[src/rtl/lives_hud.sv]
// -----------------------------------------------------------------------------
// lives_hud
//
// Life counter, invulnerability timer and on-screen HUD renderer for a simple
// game. The control side tracks the player's lives through three states
// (ALIVE, INVULN, GAME_OVER). The video side is a two-stage pixel pipeline
// that draws the word "LIVES" (from an external 32x16 glyph map) followed by
// up to seven life icons.
//
// Parameters
//   START_LIVES  life count loaded at reset and on restart (1..7)
//   INV_FRAMES   invulnerability duration in video frames   (1..255)
//
// Ports
//   Clk         in   system clock, single domain
//   Reset       in   synchronous, active-high reset
//   frame_tick  in   one-cycle pulse, once per video frame
//   hit         in   one-cycle pulse, player damaged
//   extra_life  in   one-cycle pulse, award one life
//   restart     in   one-cycle pulse, begin a new game
//   DrawX/DrawY in   current pixel column/row (10 bits each)
//   text_X      out  registered glyph-map column (6 bits)
//   text_Y      out  registered glyph-map row (4 bits)
//   text_pixel  in   glyph bit for text_X/text_Y, returned in the same cycle
//   hud_on      out  registered; pixel belongs to the HUD
//   hud_pixel   out  registered; HUD foreground bit
//   lives       out  current life count
//   game_over   out  high while in GAME_OVER
//   state_dbg   out  raw FSM state, for observation only
//
// Interface semantics
//   There is no valid/ready handshake. Every control input is a single-cycle
//   pulse sampled on the rising edge of Clk; a pulse is acted on in that cycle
//   or dropped, never remembered. The pixel path accepts one DrawX/DrawY pair
//   every cycle and presents the matching hud_on/hud_pixel exactly two cycles
//   later, with no stalls.
// -----------------------------------------------------------------------------
module lives_hud #(
    parameter int START_LIVES = 3,
    parameter int INV_FRAMES  = 120
) (
    input  logic       Clk,
    input  logic       Reset,
    input  logic       frame_tick,
    input  logic       hit,
    input  logic       extra_life,
    input  logic       restart,
    input  logic [9:0] DrawX,
    input  logic [9:0] DrawY,
    output logic [5:0] text_X,
    output logic [3:0] text_Y,
    input  logic       text_pixel,
    output logic       hud_on,
    output logic       hud_pixel,
    output logic [2:0] lives,
    output logic       game_over,
    output logic [1:0] state_dbg
);

    // -------------------------------------------------------------------------
    // Constants
    // -------------------------------------------------------------------------
    localparam logic [2:0] START_L   = 3'(START_LIVES);
    localparam logic [7:0] INV_L     = 8'(INV_FRAMES);
    localparam logic [2:0] MAX_LIVES = 3'd7;
    localparam int         N_ICONS   = 7;

    // Screen geometry of the HUD.
    localparam logic [9:0] TEXT_X0 = 10'd8;
    localparam logic [9:0] TEXT_X1 = 10'd39;
    localparam logic [9:0] TEXT_Y0 = 10'd8;
    localparam logic [9:0] TEXT_Y1 = 10'd23;
    localparam int         ICON_X0 = 48;   // left edge of icon 0
    localparam int         ICON_PITCH = 12; // column distance between icons
    localparam int         ICON_W  = 8;
    localparam logic [9:0] ICON_Y0 = 10'd12;
    localparam logic [9:0] ICON_Y1 = 10'd19;

    // -------------------------------------------------------------------------
    // Life / invulnerability FSM
    // -------------------------------------------------------------------------
    typedef enum logic [1:0] {
        ALIVE     = 2'd0,
        INVULN    = 2'd1,
        GAME_OVER = 2'd2
    } state_t;

    state_t     state, state_n;
    logic [2:0] lives_n;
    logic [7:0] inv_cnt, inv_cnt_n;
    logic [3:0] blink_cnt, blink_cnt_n;
    logic       blink_off;

    always_ff @(posedge Clk) begin
        if (Reset) begin
            state     <= ALIVE;
            lives     <= START_L;
            inv_cnt   <= '0;
            blink_cnt <= '0;
        end else begin
            state     <= state_n;
            lives     <= lives_n;
            inv_cnt   <= inv_cnt_n;
            blink_cnt <= blink_cnt_n;
        end
    end

    // Priority is restart > hit > extra_life. A hit that is present masks
    // extra_life in every state, even where the hit itself has no effect
    // (INVULN); the masked pulse is simply lost.
    always_comb begin
        state_n     = state;
        lives_n     = lives;
        inv_cnt_n   = inv_cnt;
        blink_cnt_n = blink_cnt;

        if (restart) begin
            state_n   = ALIVE;
            lives_n   = START_L;
            inv_cnt_n = '0;
        end else begin
            case (state)
                ALIVE: begin
                    if (hit) begin
                        if (lives > 3'd1) begin
                            lives_n     = lives - 3'd1;
                            inv_cnt_n   = INV_L;
                            blink_cnt_n = '0;
                            state_n     = INVULN;
                        end else begin
                            lives_n = '0;
                            state_n = GAME_OVER;
                        end
                    end else if (extra_life && (lives != MAX_LIVES)) begin
                        lives_n = lives + 3'd1;
                    end
                end

                INVULN: begin
                    if (!hit && extra_life && (lives != MAX_LIVES)) begin
                        lives_n = lives + 3'd1;
                    end
                    if (frame_tick) begin
                        inv_cnt_n   = inv_cnt - 8'd1;
                        blink_cnt_n = blink_cnt + 4'd1;
                        // The tick that empties the timer ends invulnerability.
                        if (inv_cnt == 8'd1) begin
                            state_n = ALIVE;
                        end
                    end
                end

                GAME_OVER: begin
                    state_n = GAME_OVER;
                end

                default: begin
                    state_n = ALIVE;
                end
            endcase
        end
    end

    assign game_over = (state == GAME_OVER);
    assign state_dbg = state;

    // Icons flash with a 16-frame period while the blink counter advances.
    assign blink_off = blink_cnt[3];

    // -------------------------------------------------------------------------
    // Pixel pipeline, stage 1: region decode
    // -------------------------------------------------------------------------
    logic       in_text_c;
    logic       icon_hit_c;
    logic       icon_lit_c;
    logic [5:0] text_x_c;
    logic [3:0] text_y_c;

    always_comb begin
        in_text_c = (DrawX >= TEXT_X0) && (DrawX <= TEXT_X1) &&
                    (DrawY >= TEXT_Y0) && (DrawY <= TEXT_Y1);

        text_x_c = '0;
        text_y_c = '0;
        if (in_text_c) begin
            text_x_c = 6'(DrawX - TEXT_X0);
            text_y_c = 4'(DrawY - TEXT_Y0);
        end

        // icon_hit marks any icon slot so the HUD area stays claimed even
        // when a slot is empty; icon_lit additionally requires a life to
        // be shown in that slot.
        icon_hit_c = 1'b0;
        icon_lit_c = 1'b0;
        if ((DrawY >= ICON_Y0) && (DrawY <= ICON_Y1)) begin
            for (int i = 0; i < N_ICONS; i++) begin
                if ((DrawX >= 10'(ICON_X0 + ICON_PITCH * i)) &&
                    (DrawX <= 10'(ICON_X0 + ICON_PITCH * i + ICON_W - 1))) begin
                    icon_hit_c = 1'b1;
                    if (3'(i) < lives) begin
                        icon_lit_c = 1'b1;
                    end
                end
            end
        end
    end

    logic in_text_q;
    logic icon_hit_q;
    logic icon_lit_q;

    always_ff @(posedge Clk) begin
        if (Reset) begin
            text_X     <= '0;
            text_Y     <= '0;
            in_text_q  <= 1'b0;
            icon_hit_q <= 1'b0;
            icon_lit_q <= 1'b0;
        end else begin
            text_X     <= text_x_c;
            text_Y     <= text_y_c;
            in_text_q  <= in_text_c;
            icon_hit_q <= icon_hit_c;
            icon_lit_q <= icon_lit_c;
        end
    end

    // -------------------------------------------------------------------------
    // Pixel pipeline, stage 2: compose
    // text_pixel answers the stage-1 text_X/text_Y combinationally, so it
    // lines up with the stage-1 flags here.
    // -------------------------------------------------------------------------
    always_ff @(posedge Clk) begin
        if (Reset) begin
            hud_on    <= 1'b0;
            hud_pixel <= 1'b0;
        end else begin
            hud_on    <= in_text_q | icon_hit_q;
            hud_pixel <= (in_text_q & text_pixel) | (icon_lit_q & ~blink_off);
        end
    end

endmodule

[config.mk]
export PLATFORM = sky130hd
export DESIGN_NAME = lives_hud
export DESIGN_NICKNAME = d
export VERILOG_FILES = /design/src/rtl/lives_hud.sv
export SDC_FILE = /design/constraint.sdc
export NUM_CORES = 1
export LEC_CHECK = 0
export CORE_ASPECT_RATIO = 0.7
export CORE_UTILIZATION = 43
export CTS_CLUSTER_SIZE = 25
export DETAILED_ROUTE_END_ITERATION = 7
export MAX_ROUTING_LAYER = met4
export PLACE_DENSITY = 0.79
export SLEW_MARGIN = 20
export SYNTH_ARGS = -nofsm -noshare
export SYNTH_HDL_FRONTEND = slang
export SYNTH_SLANG_ARGS = --single-unit
[constraint.sdc]
create_clock -name Clk -period 2.1 [get_ports Clk]
set_input_delay 0.42 -clock Clk [delete_from_list [all_inputs] [get_ports Clk]]
set_output_delay 0.42 -clock Clk [all_outputs]
set_load 0.03 [all_outputs]
# Word-level counts from Yosys, hierarchy flattened
# Index checks and enable logic that the tools add are counted.
word_totals:
  register_bits: 32
  input_bits: 27
  wordCells: 129
classes:
  n_addsub: 6
  magnitude_cmp: 28
  eq_ne: 10
  mux: 42
  n_bitwise: 8
  reduce_logical: 24
op_table:
  columns: ["op", "n"]
  rows:
  - ["less-or-equal comparator 10 x 7 -> 1 bit, second input constant", 6]
  - [">= comparator 10 x 7 -> 1 bit, second input constant", 5]
  - [">= comparator 10 x 4 -> 1 bit, second input constant", 3]
  - ["2-to-1 mux 1 bit", 24]
  - ["2-to-1 mux 8 bit", 3]
  - [">= comparator 10 x 6 -> 1 bit, second input constant", 2]
  - ["less-or-equal comparator 10 x 5 -> 1 bit, second input constant", 2]
  - ["less-or-equal comparator 10 x 6 -> 1 bit, second input constant", 2]
  - ["one-hot mux 8 bit (2 select lines)", 1]
  - ["logical AND 1 bit", 14]
  - ["2-to-1 mux 3 bit", 4]
  - ["2-to-1 mux 4 bit", 3]
  - ["!= test 2 bit, second input constant", 5]
  - ["less-than comparator 3 bit, first input constant", 3]
  - ["equality test 8 x 1 -> 1 bit, second input constant", 1]
  - ["2-to-1 mux 2 bit", 4]
  - ["one-hot mux 4 bit (2 select lines)", 1]
  - ["subtractor 8 x 1 -> 8 bit, second input constant", 1]
  - ["less-than comparator 1 x 3 -> 1 bit, first input constant", 2]
  - ["less-than comparator 2 x 3 -> 1 bit, first input constant", 2]
  - ["!= test 3 bit, second input constant", 2]
  - ["one-hot mux 2 bit (3 select lines)", 1]
  - ["one-hot mux 3 bit (2 select lines)", 1]
  - ["AND reduction 3 bit", 2]
  - ["17 further kinds", 24]

# Logic depth before layout (Yosys ltp)
logic_depth:
  depth_word: 18
  ltp_mapped: 8

# Worst setup path before layout
# Ideal clock, no wire load.
synth_path:
  path_kind: "register to register"
  startpoint: "register lives[1]"
  endpoint: "register blink_cnt[3]"
  setup_time_ps: 70
  t_arrival_ps: 2224
  t_required_ps: 2030
  path_slack_ps: -194
  stages_incl_launch_ff: 8
  path_buffers: 0
  period_less_slack_ps: 2294
  path_cell_list: "dfxtp_1 > inv_1 > ha_1 > o21bai_1 > a221oi_4 > nand2b_4 > or4_1 > a21oi_1"
synth_between:
  elab_chain_len: 3
synth_rtl:
  columns: ["element", "line_no", "rtl"]
  rows:
  - ["from (decl)", "55", "output logic [2:0] lives,"]
  - ["from (signal assigned)", "102", "lives <= lives_n;"]
  - ["> comparator 3 x 1 -> 1 bit", "125", "if (lives > 3'd1) begin"]
  - ["!= test 2 bit (no line)", null, null]
  - ["AND reduction 5 bit (no line)", null, null]
  - ["to (signal assigned)", "104", "blink_cnt <= blink_cnt_n;"]
  - ["to (decl)", "91", "logic [3:0] blink_cnt, blink_cnt_n;"]
# No other way between the ends.
# A chain may end at the register's enable or synchronous reset.

# Worst setup path in the final report
layout_path:
  startpoint: "input hit"
  endpoint: "register blink_cnt[1]"
layout_between:
  elab_chain_len: 2
layout_rtl:
  columns: ["element", "line_no", "rtl"]
  rows:
  - ["from (decl)", "45", "input logic hit,"]
  - ["!= test 2 bit (no line)", null, null]
  - ["AND reduction 5 bit (no line)", null, null]
# No other way between the ends.

==> impl_metrics.env <==
export IMPL_outcome="complete, no violations"
export IMPL_worstSkewPairLatency_ns=0.28
export IMPL_synth_area_leaders="dfxtp_1 (38%), ha_1 (8.1%), nor2_1 (5.1%), a21oi_1 (4.7%), nand2_1 (4.0%)"
export IMPL_reg2reg_from="lives[1]$_SDFFE_PP1P_"
export IMPL_setup_tns_ns=0
export IMPL_ant_nets=0
export IMPL_cap_viol_max_count=0
export IMPL_critPathMaxFanout=5
export IMPL_p_seq_share_pct=44.4
export IMPL_crit_arrival_ns=2.18
export IMPL_drive_above_1_share_pct=14.6
export IMPL_intPower_w=0.00105
export IMPL_setup_viol=0
export IMPL_synth_distinct_cells=42
export IMPL_cts_buffers=5
export IMPL_power_switching_w=0.000397
export IMPL_synthTopCellsByCount="dfxtp_1 (32), nor2_1 (23), nand2_1 (18), a21oi_1 (16), ha_1 (11)"
export IMPL_ctsResizeCount=0
export IMPL_required_ns=2.32
export IMPL_async_reset_ff_share_pct=0
export IMPL_worst_path_max_delay_cell="clkdlybuf4s50_1"
export IMPL_hold_viol_final=0
export IMPL_startpoint="hit"
export IMPL_cp_common_cell="nand2b_4"
export IMPL_yosysTopAreaCell="dfxtp_1"
export IMPL_n_antenna_cell=0
export IMPL_leakage_nw=1.02
export IMPL_clock_fmax_ghz=0.511
export IMPL_nNetsFinal=311
export IMPL_relSlewSlack_pct=69.5
export IMPL_drcViolationCount=0
export IMPL_utilization_pct=67.5
export IMPL_htree_levels=2
export IMPL_end_kind="flip-flop"
export IMPL_crit_type="in -> reg"
export IMPL_boundaryPins=45
export IMPL_dr_pass1_iters=4
export IMPL_comb_power_share_pct=21.6
export IMPL_clock_skew_ns=0.00624
export IMPL_vias=1662
export IMPL_synth_area_um2=1700
export IMPL_slew_viol_final=0
export IMPL_grt_max_degree=11
export IMPL_worst_hold_slack_ns=0.441
export IMPL_hold_path_class="reg -> reg"
export IMPL_grt_first_pass_wirelength_mm=6.67
export IMPL_fp_dieH_um=54.6
export IMPL_peakVddDrop_mv=0.429
export IMPL_yosysMostFrequentCell="dfxtp_1"
export IMPL_die_area_um2=4220
export IMPL_start_util_pct=46.6
export IMPL_gp_congestion=0.824
export IMPL_core_area_um2=3650
export IMPL_dp_hpwl_mm=3.21
export IMPL_clockRootBuffer="clkbuf_8"
export IMPL_ctsHoldBuffers=0
export IMPL_grt_setup_unrepaired="no"
export IMPL_fp_row_count=18
export IMPL_p_per_area_nw_per_um2=587
export IMPL_fin_crit_ns=1.96
export IMPL_regToRegSetupSlack_ns=0.15
export IMPL_cp_top_family="buffers and inverters"
export IMPL_synth_top_area_share_pct=37.6
export IMPL_sw_frac_of_total_pct=27.4
export IMPL_synth_edf_count=0
export IMPL_max_clock_path_buffers=2
export IMPL_final_period_utilization_pct=93.3
export IMPL_portBuffers=44
export IMPL_grt_pass1_vias=1426
export IMPL_tightest_slew_ns=0.453
export IMPL_power_frac_clock_pct=33.9
export IMPL_area_growth_syn_to_layout_pct=44.7
export IMPL_overflow=0
export IMPL_drtIter0Drc=99
export IMPL_fillCellCount=306
export IMPL_min_from="icon_hit_q$_SDFF_PP0_"
export IMPL_postSynthCellCount=204
export IMPL_startpoint_type="primary input"
export IMPL_max_stage_delay_ns=0.54
export IMPL_vias_per_cell=5.13
export IMPL_ys_flop_type="dfxtp_1"
export IMPL_synth_nets=242
export IMPL_yosys_warnings=0
export IMPL_antenna_found_initial=0
export IMPL_postSynthAreaPerCell_um2=8.34
export IMPL_critical_path_cell_chain="clkdlybuf4s50_1 -> nand2b_4 -> a221oi_4 -> nand2b_4 -> buf_4 -> or3_1 -> a21oi_1"
export IMPL_cts_clk_slew_worst_paths_ns=0.07
export IMPL_routed_wire_length_per_instance_um=12.7
export IMPL_clkSinkCount=32
export IMPL_fp_dieW_um=77.2
export IMPL_path_buf_inv=2
export IMPL_cts_setup_buffers=0
export IMPL_ys_seq_area_share_pct=37.6
export IMPL_grt_usage_pct=22.0
export IMPL_synth_seq_cells=32
export IMPL_cts_tree="done"
export IMPL_drt_wl_total_mm=4.13
[state kept, by name, summed over array words and instances (netlist names)]
signal	flops
icon_lit_q	1
in_text_q	1
state_dbg	2
blink_cnt	4
text_Y	4
lives	3
hud_pixel	1
icon_hit_q	1
hud_on	1
text_X	6
inv_cnt	8
[cell usage in the layout, fill, tap and decap left out, types with 8 or more instances in the layout]
| cell | instances |
|---|---|
| a21oi_1 | 16 |
| dfxtp_1 | 30 |
| clkdlybuf4s50_1 | 43 |
| o21ai_0 | 8 |
| inv_1 | 10 |
| buf_4 | 24 |
| nor3_1 | 10 |
| ha_1 | 11 |
| nand2_1 | 18 |
| nor2_1 | 23 |
[worst reg2reg max path: cells and delay by family (launching register included)]
| kind | cells | cell delay [ns] |
|---|---|---|
| AND/OR/NAND/NOR | 2 | 0.51 |
| AO/OA/AOI/OAI | 3 | 0.55 |
| flip-flops | 1 | 0.34 |
| adder cells (fa/ha/maj) | 2 | 0.34 |
| buffers and inverters | 1 | 0.15 |
[final cells by class]
| type | instances | area, um^2 | area share (%) |
|---|---|---|---|
| timing repair buffer | 68 | 623 | 25.3 |
| sequential | 32 | 646 | 26.2 |
| inverter | 10 | 37.5 | 1.52 |
| tap | 50 | 62.6 | 2.54 |
| clock buffer | 6 | 82.6 | 3.35 |
| clock inverter | 2 | 10.0 | 0.407 |
| multi-input combinational | 156 | 1000 | 40.7 |
[power groups by stage]
stage                     Combinational, W  Clock, W  Sequential (W)
after detailed placement          0.000310         0        0.000656
after global placement            0.000304         0        0.000655
final                             0.000313  0.000491        0.000643
after global routing              0.000344  0.000539        0.000645
after CTS                         0.000312  0.000506        0.000642
after floorplan                   0.000157         0        0.000664
[routing by layer]
| metal | routed length, um | vias to the layer above | global-route usage, % |
|---|---|---|---|
| met4 | 48 | 0 | 9.43 |
| met1 | 2070 | 758 | 29.2 |
| li1 | - | 854 | - |
| met5 | 0 | - | - |
| met3 | 275 | 5 | 5.17 |
| met2 | 1740 | 45 | 32.3 |
[logic make-up after synthesis]
group / synth area share, %
buffers and inverters: 3.53
xor gates and xnor gates: 5.15
AOI/OAI and AO/OA: 17.0
DFF: 37.6
adders and majority gates: 8.09
and+or+nand+nor: 28.6
[path summary, 6_finish.rpt]
| kind | end | depth (start not counted) |
|---|---|---|
| setup reg to reg | lives[0]$_SDFFE_PP1P_ | 8 |
| hold reg to reg | hud_on$_SDFF_PP0_ | 2 |
| setup / recovery | blink_cnt[1]$_SDFFE_PP0P_ | 7 |
| hold / removal | hud_on$_SDFF_PP0_ | 2 |
[stage by stage]
step | total power (W) | setup WS (ns) | instances | area, um^2
floorplan | 0.000821 | 0.0270 | 204 | 1710
global placement | 0.000959 | -0.122 | 316 | 2370
detailed placement | 0.000966 | -0.139 | 316 | 2370
CTS | 0.00146 | 0.0545 | 324 | 2460
global route | 0.00153 | 0.0354 | 324 | 2460
finish | 0.00145 | 0.141 | 324 | 2460
Power figures use the tool's default switching activity.
